<file path="src/rtl/arp_pkg.sv">
// Shared ARP/Ethernet constants and request engine state encoding for the ARP transmit path.
package arp_pkg;

    localparam logic [15:0] ETH_TYPE_ARP     = 16'h0806;
    localparam logic [15:0] ARP_HTYPE_ETH    = 16'h0001;
    localparam logic [15:0] ARP_PTYPE_IPV4   = 16'h0800;
    localparam logic [15:0] ARP_OPER_REQUEST = 16'h0001;
    localparam logic [15:0] ARP_OPER_REPLY   = 16'h0002;
    localparam logic [47:0] ETH_BCAST_MAC    = 48'hFFFF_FFFF_FFFF;

    localparam logic [1:0] R_IDLE = 2'd0;
    localparam logic [1:0] R_SEND = 2'd1;
    localparam logic [1:0] R_ACK  = 2'd2;
    localparam logic [1:0] R_WAIT = 2'd3;

endpackage

</file>
<file path="src/rtl/arp_req_retry.sv">
// ARP request engine: latches the IP to resolve, schedules transmissions and retries,
// and reports timeout once every attempt has gone unanswered.
module arp_req_retry
    import arp_pkg::*;
#(
    parameter int unsigned RETRY_COUNT    = 4,
    parameter int unsigned RETRY_INTERVAL = 125000
) (
    input  logic        clk,
    input  logic        rst,
    input  logic        s_req_valid,
    output logic        s_req_ready,
    input  logic [31:0] s_req_ip,
    input  logic        req_cancel,
    output logic        req_busy,
    output logic        req_timeout,
    output logic        send_due,
    output logic        send_due_next,
    input  logic        sent,
    input  logic        accepted,
    output logic [31:0] req_ip
);

    logic [1:0]  state_q, state_d;
    logic [7:0]  cnt_q, cnt_d;
    logic [31:0] timer_q, timer_d;
    logic [31:0] ip_q, ip_d;
    logic        ready_q;

    always_comb begin
        state_d     = state_q;
        cnt_d       = cnt_q;
        timer_d     = timer_q;
        ip_d        = ip_q;
        req_timeout = 1'b0;
        case (state_q)
            R_IDLE: begin
                if (s_req_valid && ready_q) begin
                    ip_d    = s_req_ip;
                    cnt_d   = 8'(RETRY_COUNT);
                    state_d = R_SEND;
                end
            end
            R_SEND: begin
                if (sent) begin
                    cnt_d   = (cnt_q != 8'd0) ? cnt_q - 8'd1 : cnt_q;
                    state_d = R_ACK;
                end
            end
            R_ACK: begin
                if (accepted) begin
                    timer_d = 32'(RETRY_INTERVAL - 1);
                    state_d = R_WAIT;
                end
            end
            default: begin
                if (timer_q != 32'd0) begin
                    timer_d = timer_q - 32'd1;
                end else if (cnt_q != 8'd0) begin
                    state_d = R_SEND;
                end else begin
                    req_timeout = !req_cancel;
                    state_d     = R_IDLE;
                end
            end
        endcase
        // Cancel wins over any progress; a frame already in the slot is left to drain.
        if (req_cancel && state_q != R_IDLE) begin
            state_d = R_IDLE;
        end
    end

    always_ff @(posedge clk) begin
        if (rst) begin
            state_q <= R_IDLE;
            cnt_q   <= 8'd0;
            timer_q <= 32'd0;
            ip_q    <= 32'd0;
            ready_q <= 1'b0;
        end else begin
            state_q <= state_d;
            cnt_q   <= cnt_d;
            timer_q <= timer_d;
            ip_q    <= ip_d;
            ready_q <= (state_d == R_IDLE);
        end
    end

    assign s_req_ready   = ready_q;
    assign req_busy      = (state_q != R_IDLE);
    assign send_due      = (state_q == R_SEND);
    assign send_due_next = (state_d == R_SEND);
    assign req_ip        = ip_q;

endmodule

</file>
<file path="src/rtl/arp_tx_sched.sv">
// Shares the single ARP frame slot feeding arp_eth_tx between the reply path and the
// retrying request engine, alternating when both compete so neither starves.
module arp_tx_sched
    import arp_pkg::*;
#(
    parameter int unsigned RETRY_COUNT    = 4,
    parameter int unsigned RETRY_INTERVAL = 125000
) (
    input  logic        clk,
    input  logic        rst,
    input  logic [47:0] local_mac,
    input  logic [31:0] local_ip,
    input  logic        s_reply_valid,
    output logic        s_reply_ready,
    input  logic [47:0] s_reply_mac,
    input  logic [31:0] s_reply_ip,
    input  logic        s_req_valid,
    output logic        s_req_ready,
    input  logic [31:0] s_req_ip,
    input  logic        req_cancel,
    output logic        req_busy,
    output logic        req_timeout,
    output logic        m_frame_valid,
    input  logic        m_frame_ready,
    output logic [47:0] m_eth_dest_mac,
    output logic [47:0] m_eth_src_mac,
    output logic [15:0] m_eth_type,
    output logic [15:0] m_arp_htype,
    output logic [15:0] m_arp_ptype,
    output logic [15:0] m_arp_oper,
    output logic [47:0] m_arp_sha,
    output logic [31:0] m_arp_spa,
    output logic [47:0] m_arp_tha,
    output logic [31:0] m_arp_tpa
);

    logic        send_due, send_due_next, sent, accepted;
    logic [31:0] req_ip;
    logic        slot_free, reply_hs, m_valid_d;
    logic        is_req_q, last_reply_q, last_reply_d, reply_ready_q;

    arp_req_retry #(
        .RETRY_COUNT   (RETRY_COUNT),
        .RETRY_INTERVAL(RETRY_INTERVAL)
    ) u_retry (
        .clk          (clk),
        .rst          (rst),
        .s_req_valid  (s_req_valid),
        .s_req_ready  (s_req_ready),
        .s_req_ip     (s_req_ip),
        .req_cancel   (req_cancel),
        .req_busy     (req_busy),
        .req_timeout  (req_timeout),
        .send_due     (send_due),
        .send_due_next(send_due_next),
        .sent         (sent),
        .accepted     (accepted),
        .req_ip       (req_ip)
    );

    // reply_ready_q is only ever set for a cycle in which the slot is known to be empty.
    assign slot_free    = !m_frame_valid || m_frame_ready;
    assign reply_hs     = s_reply_valid && reply_ready_q;
    assign sent         = send_due && slot_free && !reply_hs;
    assign accepted     = m_frame_valid && m_frame_ready && is_req_q;
    assign m_valid_d    = reply_hs || sent || (m_frame_valid && !m_frame_ready);
    assign last_reply_d = reply_hs ? 1'b1 : (sent ? 1'b0 : last_reply_q);

    always_ff @(posedge clk) begin
        if (rst) begin
            m_frame_valid  <= 1'b0;
            is_req_q       <= 1'b0;
            last_reply_q   <= 1'b0;
            reply_ready_q  <= 1'b0;
            m_eth_dest_mac <= 48'd0;
            m_eth_src_mac  <= 48'd0;
            m_eth_type     <= 16'd0;
            m_arp_htype    <= 16'd0;
            m_arp_ptype    <= 16'd0;
            m_arp_oper     <= 16'd0;
            m_arp_sha      <= 48'd0;
            m_arp_spa      <= 32'd0;
            m_arp_tha      <= 48'd0;
            m_arp_tpa      <= 32'd0;
        end else begin
            m_frame_valid <= m_valid_d;
            last_reply_q  <= last_reply_d;
            // A due request blocks replies only when a reply took the previous load.
            reply_ready_q <= !m_valid_d && !(send_due_next && last_reply_d);
            if (reply_hs || sent) begin
                is_req_q       <= sent;
                m_eth_dest_mac <= reply_hs ? s_reply_mac : ETH_BCAST_MAC;
                m_eth_src_mac  <= local_mac;
                m_eth_type     <= ETH_TYPE_ARP;
                m_arp_htype    <= ARP_HTYPE_ETH;
                m_arp_ptype    <= ARP_PTYPE_IPV4;
                m_arp_oper     <= reply_hs ? ARP_OPER_REPLY : ARP_OPER_REQUEST;
                m_arp_sha      <= local_mac;
                m_arp_spa      <= local_ip;
                m_arp_tha      <= reply_hs ? s_reply_mac : 48'd0;
                m_arp_tpa      <= reply_hs ? s_reply_ip : req_ip;
            end
        end
    end

    assign s_reply_ready = reply_ready_q;

endmodule
</file>
<file path="config.mk">
export PLATFORM = sky130hd
export DESIGN_NAME = arp_tx_sched
export DESIGN_NICKNAME = d
export VERILOG_FILES = /design/src/rtl/arp_pkg.sv /design/src/rtl/arp_req_retry.sv /design/src/rtl/arp_tx_sched.sv
export SDC_FILE = /design/constraint.sdc
export NUM_CORES = 1
export LEC_CHECK = 0
export CAP_MARGIN = 10
export CORE_AREA = 2 2 202 204
export CTS_CLUSTER_DIAMETER = 120
export DETAILED_ROUTE_END_ITERATION = 8
export DIE_AREA = 0 0 204 206
export PLACE_DENSITY = 0.62
export SETUP_SLACK_MARGIN = 0.5
export SLEW_MARGIN = 20
export SYNTH_ARGS = -nofsm -noshare
export SYNTH_HDL_FRONTEND = slang
export SYNTH_SLANG_ARGS = --single-unit
</file>
<file path="constraint.sdc">
create_clock -name clk -period 6.49 [get_ports clk]
set_clock_uncertainty 0.2 [all_clocks]
set_input_delay 0.9735 -clock clk [delete_from_list [all_inputs] [get_ports clk]]
set_output_delay 0.9735 -clock clk [all_outputs]
set_load 0.05 [all_outputs]
</file>
======== Word level (Yosys, flattened, before mapping) ========
Cells that the tools add are included.
Widths: inputs -> output; s select.
cells by class
  $add $sub $neg .......................... 2
  reduce and logical (&&, ||, !) cells .... 31
  mux-type cells .......................... 23
  eq/ne operators ......................... 7
  bitwise logic cells ..................... 1
operators with widths
  operator               number
  $mux 32                3
  $mux 48                2
  $pmux 32 s2            1
  $reduce_bool 32->1     1
  $sub 32x1->32 const B  1
  $mux 8                 3
  $pmux 8 s2             1
  $mux 2                 6
  $logic_and 1x1->1      10
  $reduce_bool 8->1      1
  $sub 8x1->8 const B    1
  $logic_not 1->1        6
  $mux 1                 6
  $ne 2x1->1 const B     3
  $pmux 2 s3             1
  $reduce_bool 2->1      3
  $eq 2x1->1 const B     2
  $logic_not 2->1        2
  $reduce_and 4->1       1
  $logic_or 1x1->1       3
  $reduce_and 3->1       1
  $reduce_or 3->1        1
  $eq 2x2->1 const B     1
  $ne 2x2->1 const B     1
  3 further kinds        3
word-level totals
  word-level logic and storage cells ...... 81
  flip-flop bits (word level) ............. 305
  bits of input ports ..................... 198

======== Longest topological paths before layout ========
Gate-level depths: netlist of run 1.
  depth in word-level cells ............... 11
  depth in mapped cells ................... 8

======== By module ========
From an unflattened synthesis of run 1, not the netlist that was laid out.
unflattened totals
  cells, all modules ...................... 1381
  area total of the unflattened synthesis .. 12618.4 µm²
modules (own cells, without submodules)
  module         area an instance (µm²)  seq. area each (µm²)  cells an instance  times used
  arp_tx_sched   9346.5                  4304.1                986                1
  arp_req_retry  3271.9                  1501.4                395                1

======== Least setup slack after synthesis of run 1 ========
OpenSTA, ideal clock, no wires.
  path type ............................... register to output
  from .................................... register u_retry.timer_q[0]
  to ...................................... output port req_timeout
  setup slack ............................. 2194 ps
  buffers on the path ..................... 1
  stages on the path, launching flop included .. 8
  arrival ................................. 3122 ps
  cell sequence ........................... dfxtp_1 inv_1 ha_1 or3b_1 clkbuf_1 nor4_4 nand2_1 nor4bb_1
on the way
  word-level cells in the longest chain between the ends .. 3
ends and longest elaborated chain
  what                      line                 source
  start: declaration        arp_req_retry.sv:26  logic [31:0] timer_q, timer_d;
  start signal: assignment  arp_req_retry.sv:83  timer_q <= timer_d;
  $reduce_bool 32->1        arp_req_retry.sv:57  if (timer_q != 32'd0) begin
  $mux 1                    arp_req_retry.sv:57
  $mux 1                    arp_req_retry.sv:36  case (state_q)
  end: declaration          arp_tx_sched.sv:22   output logic req_timeout,
No other way between the ends.

======== Worst setup path in the final report of run 1 ========
Same ends and word-level chain as after synthesis.

==> results of run 1 <==
==> logic make-up after synthesis <==
group,Yosys count,share of synthesized area [%]
DFF,290,49.4
and+or+nand+nor,535,20.1
other,1,0.0319
muxes,3,0.255
AOI/OAI and AO/OA,369,18.9
xor gates and xnor gates,7,0.521
buffers and inverters,220,10.6
adders and majority gates,2,0.213
==> power groups by stage <==
stage               Combinational [mW]  Clock [mW]  Sequential (mW)
finish                            1.33        2.07             1.99
global route                      1.40        2.21             2.01
CTS                               1.34        2.14             2.00
detailed placement                1.34           0             2.03
global placement                  1.33           0             2.03
floorplan                        0.515           0             2.40
==> Yosys cell counts, types with 4 or more instances <==
cell       number  area, um^2
o41ai_1         4        35.0
or3_1          21         131
nor3_1          9        45.0
a31oi_1         7        43.8
or4_1          17         128
nand3_1        30         150
nand4_1         7        43.8
clkbuf_1       89         334
o2111ai_1       5        43.8
inv_1          10        37.5
dfxtp_1       290        5810
a311oi_1       33         289
o31ai_1         8        60.1
buf_4         109         818
nand2_1       332        1250
nor2_1         79         297
buf_1          10        37.5
o21ai_1         5        25.0
o21ai_0        55         275
nor4_1          8        50.1
nand2b_1        6        37.5
a21oi_1       209        1050
a211oi_1        4        30.0
a2111o_1        5        56.3
a22o_1         25         219
xnor2_1         4        35.0
==> cells in the final DEF, fill, tap and decap left out, types with 4 or more instances in the layout <==
cell	netlist	routed
o31ai_1	8	8
clkdlybuf4s50_1	0	464
clkbuf_16	0	37
a21oi_1	209	209
a311oi_1	33	33
a31oi_1	7	7
a22o_1	25	25
o41ai_1	4	4
clkbuf_1	89	4
o21ai_0	55	55
a211oi_1	4	4
o2111ai_1	5	5
or4_1	17	17
a2111o_1	5	5
dfxtp_1	290	290
conb_1	1	57
nand3_1	30	30
nor3_1	9	9
buf_4	109	10
clkinv_2	0	7
nor2_1	79	76
or3_1	21	21
nand2_1	332	330
nand4_1	7	7
bufinv_16	0	6
nand2b_1	6	6
inv_1	10	10
nor4_1	8	8
xnor2_1	4	4
==> worst max path at each step <==
stage,from,end,slack (ns),cells past startpoint
CTS,u_retry.timer_q[0]$_SDFFE_PP0P_,req_timeout,1.66,7
detailed placement,u_retry.timer_q[0]$_SDFFE_PP0P_,req_timeout,2.27,7
finish,u_retry.timer_q[0]$_SDFFE_PP0P_,req_timeout,1.62,7
floorplan,u_retry.timer_q[0]$_SDFFE_PP0P_,req_timeout,2.19,7
global placement,u_retry.timer_q[0]$_SDFFE_PP0P_,req_timeout,2.33,7
global route,u_retry.timer_q[0]$_SDFFE_PP0P_,req_timeout,1.52,7
==> flip-flops by register name, summed over array words and instances, names as in the netlist, 8 cells and up <==
| name | flops |
|---|---|
| u_retry.req_ip | 32 |
| m_arp_spa | 32 |
| m_eth_dest_mac | 48 |
| u_retry.timer_q | 32 |
| m_arp_tha | 48 |
| u_retry.cnt_q | 8 |
| m_arp_sha | 48 |
| m_arp_tpa | 32 |
==> cell type report <==
| type | count | area [um^2] |
|---|---|---|
| Antenna cell | 1 | 2.50 |
| Clock buffer | 43 | 968 |
| Clock inverter | 16 | 239 |
| Fill cell | 3990 | 22800 |
| Inverter | 10 | 37.5 |
| Multi-Input combinational cell | 973 | 4980 |
| Sequential cell | 290 | 5810 |
| Tap cell | 532 | 666 |
| Timing Repair Buffer | 475 | 4730 |
==> metal layers <==
layer / vias up / routed length, um / GRT usage [%]
met4: 0 / 1270 / 7.69
met2: 400 / 19200 / 30.3
met3: 72 / 3360 / 5.47
li1: 5473 / - / -
met5: - / 0 / 0
met1: 5276 / 16400 / 21.9
==> critical path, delay by kind of cell, from the launching register on <==
family,cells,cell delay [ns]
adders and majority gates,1,0.17
buffers and inverters,2,0.97
DFF,1,0.34
and+or+nand+nor,4,1.68
==> flow_summary.json, run 1 <==
{
  "status": "finished clean",
  "reg2reg_to": "m_arp_spa[29]$_SDFFE_PP0P_",
  "fmax_mhz": 205,
  "comb_power_share_pct": 24.6,
  "synthArstFlopShare_pct": 0,
  "grt_max_degree": 122,
  "holdBufCountCts": 0,
  "cpMaxStageDelayCell": "clkdlybuf4s50_1",
  "core-area_mm2": 0.0402,
  "finish.utilization_pct": 43.4,
  "cts_tree": "built",
  "synth_edf_count": 0,
  "start_kind": "register",
  "slew_headroom_pct": 28.1,
  "fp.dieH_um": 206,
  "reg2reg_depth": 7,
  "drt_iter0_drc": 546,
  "rows": 74,
  "die_x_um": 204,
  "cap_violations": 0,
  "p_per_area_mw_per_mm2": 309,
  "grt_pass1_vias": 10600,
  "cp_cell_sequence": "inv_1 -> ha_1 -> or3b_1 -> nor4_4 -> nand2_1 -> nor4bb_1 -> clkdlybuf4s50_1",
  "placedCellCount": 2280,
  "cts_buffers": 35,
  "cts_buffer_depth": 3,
  "fin_ws_ns": 1.62,
  "syn_area_per_cell_um2": 8.24,
  "root_buffer": "clkbuf_16",
  "worstHoldPathCells": 2,
  "slew_viol_final": 0,
  "critical_path_arrival_ns": 3.69,
  "clk_latency_ns": 0.53,
  "drc": 0,
  "clk_pin_slew_ns": 0.06,
  "clockPowerShare_pct": 38.4,
  "syn_inst": 1427,
  "period_share_pct": 75.0,
  "area_delta_synth_final_pct": 48.2,
  "tightest_slew_ns": 1.08,
  "routed_wl_mm": 40.2,
  "start_util_pct": 29.3,
  "critPathCaptureType": "output pin",
  "p_int_mw": 3.64,
  "hold_ws_ns": 0.246,
  "ys_ff_latch": 290,
  "ant_nets": 0,
  "hold_path_class": "register to register",
  "synth_seq_area_share_pct": 49.4,
  "rr_startpoint": "u_retry.state_q[1]$_SDFF_PP0_",
  "track_usage_pct": 18.2,
  "ys_warn_count": 0,
  "final_area_mm2": 0.0174,
  "port-buffer-count": 465,
  "wl_per_cell_um": 17.2,
  "vias": 11200,
  "grt_pass1_wl_mm": 60.5,
  "postCtsSetupRepairBufs": 0,
  "dp_hpwl_mm": 27.3,
  "vias_per_cell": 4.80,
  "die_area_mm2": 0.0420,
  "dr.pass1.iters": 5,
  "switching_share_pct": 32.4,
  "drive_gt1_share_pct": 4.65,
  "hold_viol_final": 0,
  "synth_area_mm2": 0.0118,
  "worstHoldEndpoint": "m_arp_spa[3]$_SDFFE_PP0P_",
  "overflow": 0,
  "synth_ff_type": "dfxtp_1",
  "rsz0062_at_grt": "false",
  "ctsResizeCount": 0,
  "grt_antenna_before_repair": 1,
  "final_nets": 1985,
  "place_ws_ns": 2.27,
  "fin_setup_tns_ns": 0,
  "switching_power_mw": 1.75,
  "power_mw": 5.39,
  "setup-violations-final": 0,
  "required_ns": 5.32,
  "cpPeakStageDelay_ns": 0.90,
  "ios": 523,
  "instances_no_fill": 2340,
  "h-tree-depth": 2,
  "min_from": "m_arp_spa[3]$_SDFFE_PP0P_",
  "power.leakage_nw": 6.36,
  "ir_drop_v": 0.000178,
  "cts_sinks": 290,
  "final.min_clock_period_ns": 4.87,
  "setup.worst_path.class": "register to output pin",
  "ys_types": 56,
  "rrSetupSlack_ns": 3.41,
  "crit_fanout": 11,
  "gp_congestion": 0.785,
  "seqPwrFrac_pct": 37.0,
  "post_dp_cell_area_mm2": 0.0162
}
No activity file was read; power rests on OpenSTA's default activity.
==> run 2, diff against run 1 <==
--- a/config.mk
+++ b/config.mk
@@ -6,11 +6,11 @@
 export NUM_CORES = 1
 export LEC_CHECK = 0
 export CAP_MARGIN = 10
-export CORE_AREA = 2 2 202 204
+export CORE_AREA = 2 2 201 203
 export CTS_CLUSTER_DIAMETER = 120
 export DETAILED_ROUTE_END_ITERATION = 8
-export DIE_AREA = 0 0 204 206
-export PLACE_DENSITY = 0.62
+export DIE_AREA = 0 0 203 205
+export PLACE_DENSITY = 0.65
 export SETUP_SLACK_MARGIN = 0.5
 export SLEW_MARGIN = 20
 export SYNTH_ARGS = -nofsm -noshare
==> constraint.sdc (replaced) <==
create_clock -name clk -period 4.1 [get_ports clk]
set_clock_uncertainty 0.2 [all_clocks]
set_input_delay 0.615 -clock clk [delete_from_list [all_inputs] [get_ports clk]]
set_output_delay 0.615 -clock clk [all_outputs]
set_load 0.05 [all_outputs]
==> run 2 against run 1 <==
Effect of this change:
- critical path depth is 2 lower
- largest cell class unchanged
- sequential share of layout area is 0.10 points higher
- clock power grew 43%
- setup slack worse by 0.98 ns
- worst hold slack better by 0.0039 ns
==> flow_summary.json, run 2 (synthesized netlist as in run 1, its figures left out) <==
{
  "slew_headroom_pct": 27.8,
  "ir_drop_v": 0.000297,
  "critical_path_arrival_ns": 2.64,
  "rrSetupSlack_ns": 1.18,
  "rsz0062_at_grt": "false",
  "p_per_area_mw_per_mm2": 473,
  "ant_nets": 0,
  "drc": 0,
  "vias": 11200,
  "grt_pass1_vias": 10600,
  "slew_viol_final": 0,
  "reg2reg_depth": 8,
  "min_from": "m_arp_spa[30]$_SDFFE_PP0P_",
  "layout_common_cells": "463 x clkdlybuf4s50_1, 330 x nand2_1, 290 x dfxtp_1, 209 x a21oi_1, 76 x nor2_1",
  "power.leakage_nw": 6.35,
  "root_buffer": "clkbuf_16",
  "rows": 73,
  "die_x_um": 203,
  "cap_violations": 0,
  "grt_max_degree": 148,
  "reg2reg_to": "u_retry.timer_q[4]$_SDFFE_PP0P_",
  "ios": 523,
  "final_nets": 1988,
  "cts_tree": "built",
  "cts_buffers": 34,
  "fp.dieH_um": 205,
  "postCtsSetupRepairBufs": 0,
  "dp_hpwl_mm": 27.3,
  "critPathCaptureType": "output pin",
  "vias_per_cell": 4.79,
  "place_ws_ns": 0.489,
  "cts_buffer_depth": 3,
  "routed_wl_mm": 39.9,
  "area_delta_synth_final_pct": 47.8,
  "hold_viol_final": 0,
  "reg.largest.list": "m_arp_sha: 48 flops, m_arp_tha: 48 flops, m_eth_dest_mac: 48 flops",
  "cts_sinks": 290,
  "status": "finished clean",
  "port-buffer-count": 465,
  "setup.worst_path.class": "register to output pin",
  "crit_path_start": "u_retry.timer_q[12]$_SDFFE_PP0P_",
  "core-area_mm2": 0.0394,
  "wl_per_cell_um": 17.1,
  "worstHoldPathCells": 2,
  "final.min_clock_period_ns": 3.46,
  "dr.pass1.iters": 5,
  "post_dp_cell_area_mm2": 0.0163,
  "overflow": 0,
  "track_usage_pct": 18.0,
  "gp_congestion": 0.839,
  "fin_setup_tns_ns": 0,
  "die_area_mm2": 0.0416,
  "final_area_mm2": 0.0174,
  "drive_gt1_share_pct": 4.86,
  "clk_pin_slew_ns": 0.05,
  "drt_iter0_drc": 575,
  "period_share_pct": 84.3,
  "crit_fanout": 9,
  "fin_ws_ns": 0.645,
  "start_util_pct": 29.9,
  "fmax_mhz": 289,
  "grt_pass1_wl_mm": 59.8,
  "start_kind": "register",
  "h-tree-depth": 2,
  "setup-violations-final": 0,
  "grt_antenna_before_repair": 2,
  "worstHoldEndpoint": "m_arp_spa[30]$_SDFFE_PP0P_",
  "clk_latency_ns": 0.52,
  "hold_path_class": "register to register",
  "final_common_cell": "clkdlybuf4s50_1",
  "nFillCells": 3899,
  "rr_startpoint": "u_retry.timer_q[0]$_SDFFE_PP0P_",
  "tightest_slew_ns": 1.08,
  "required_ns": 3.28
}
-- run 2: worst max path at each step --
stage,endpoint,cells past startpoint
floorplan,req_timeout,7
global placement,req_timeout,7
detailed placement,req_timeout,5
CTS,req_timeout,7
global route,req_timeout,5
finish,req_timeout,5
-- run 2: what timing repair did --
item                       in CTS  in global routing
gates cloned                    0                  0
setup endpoints to repair       1                  1
resized for setup               8                  1
hold buffers                    0                  0
-- run 2: critical path: stages (launching register included) --
cell	delay (ns)
dfxtp_1	0.34
nor4_1	0.54
and3_1	0.45
nand2_1	0.11
nor4bb_2	0.40
buf_4	0.27
-- run 2: where the power goes --
part | internal, mW | switching (mW)
Sequential | 3.03 | 0.132
Combinational | 0.691 | 1.42
Clock | 1.79 | 1.17
Total | 5.50 | 2.72
-- run 2: per-stage QoR --
| stage | hold slack (ns) | power, mW | util, % | std cells |
|---|---|---|---|---|
| 3_3_place_gp | 0.238 | 5.32 | 41.3 | 2277 |
| 4_1_cts | 0.252 | 8.35 | 44.1 | 2335 |
| 6_report | 0.250 | 8.23 | 44.1 | 2336 |
| 5_1_grt | 0.266 | 8.56 | 44.1 | 2336 |
| 3_5_place_dp | 0.244 | 5.33 | 41.3 | 2277 |
| 2_1_floorplan | 0.237 | 4.61 | - | 1483 |
-- run 2: layout make-up --
class	count	area [um^2]	area share [%]
clock buffer	50	1020	5.88
inverter	10	37.5	0.216
multi-input combinational	973	4980	28.7
clock inverter	8	72.6	0.418
tap	525	657	3.78
timing repair buffer	479	4800	27.6
sequential	290	5810	33.4
antenna	1	2.50	0.0144
-- run 2: metal layers --
| layer | GRT usage [%] | part of all wire, % |
|---|---|---|
| met3 | 5.20 | 8.0 |
| met2 | 31.3 | 49 |
| met4 | 6.78 | 2.6 |
| met5 | 0 | 0.030 |
| met1 | 21.1 | 40 |
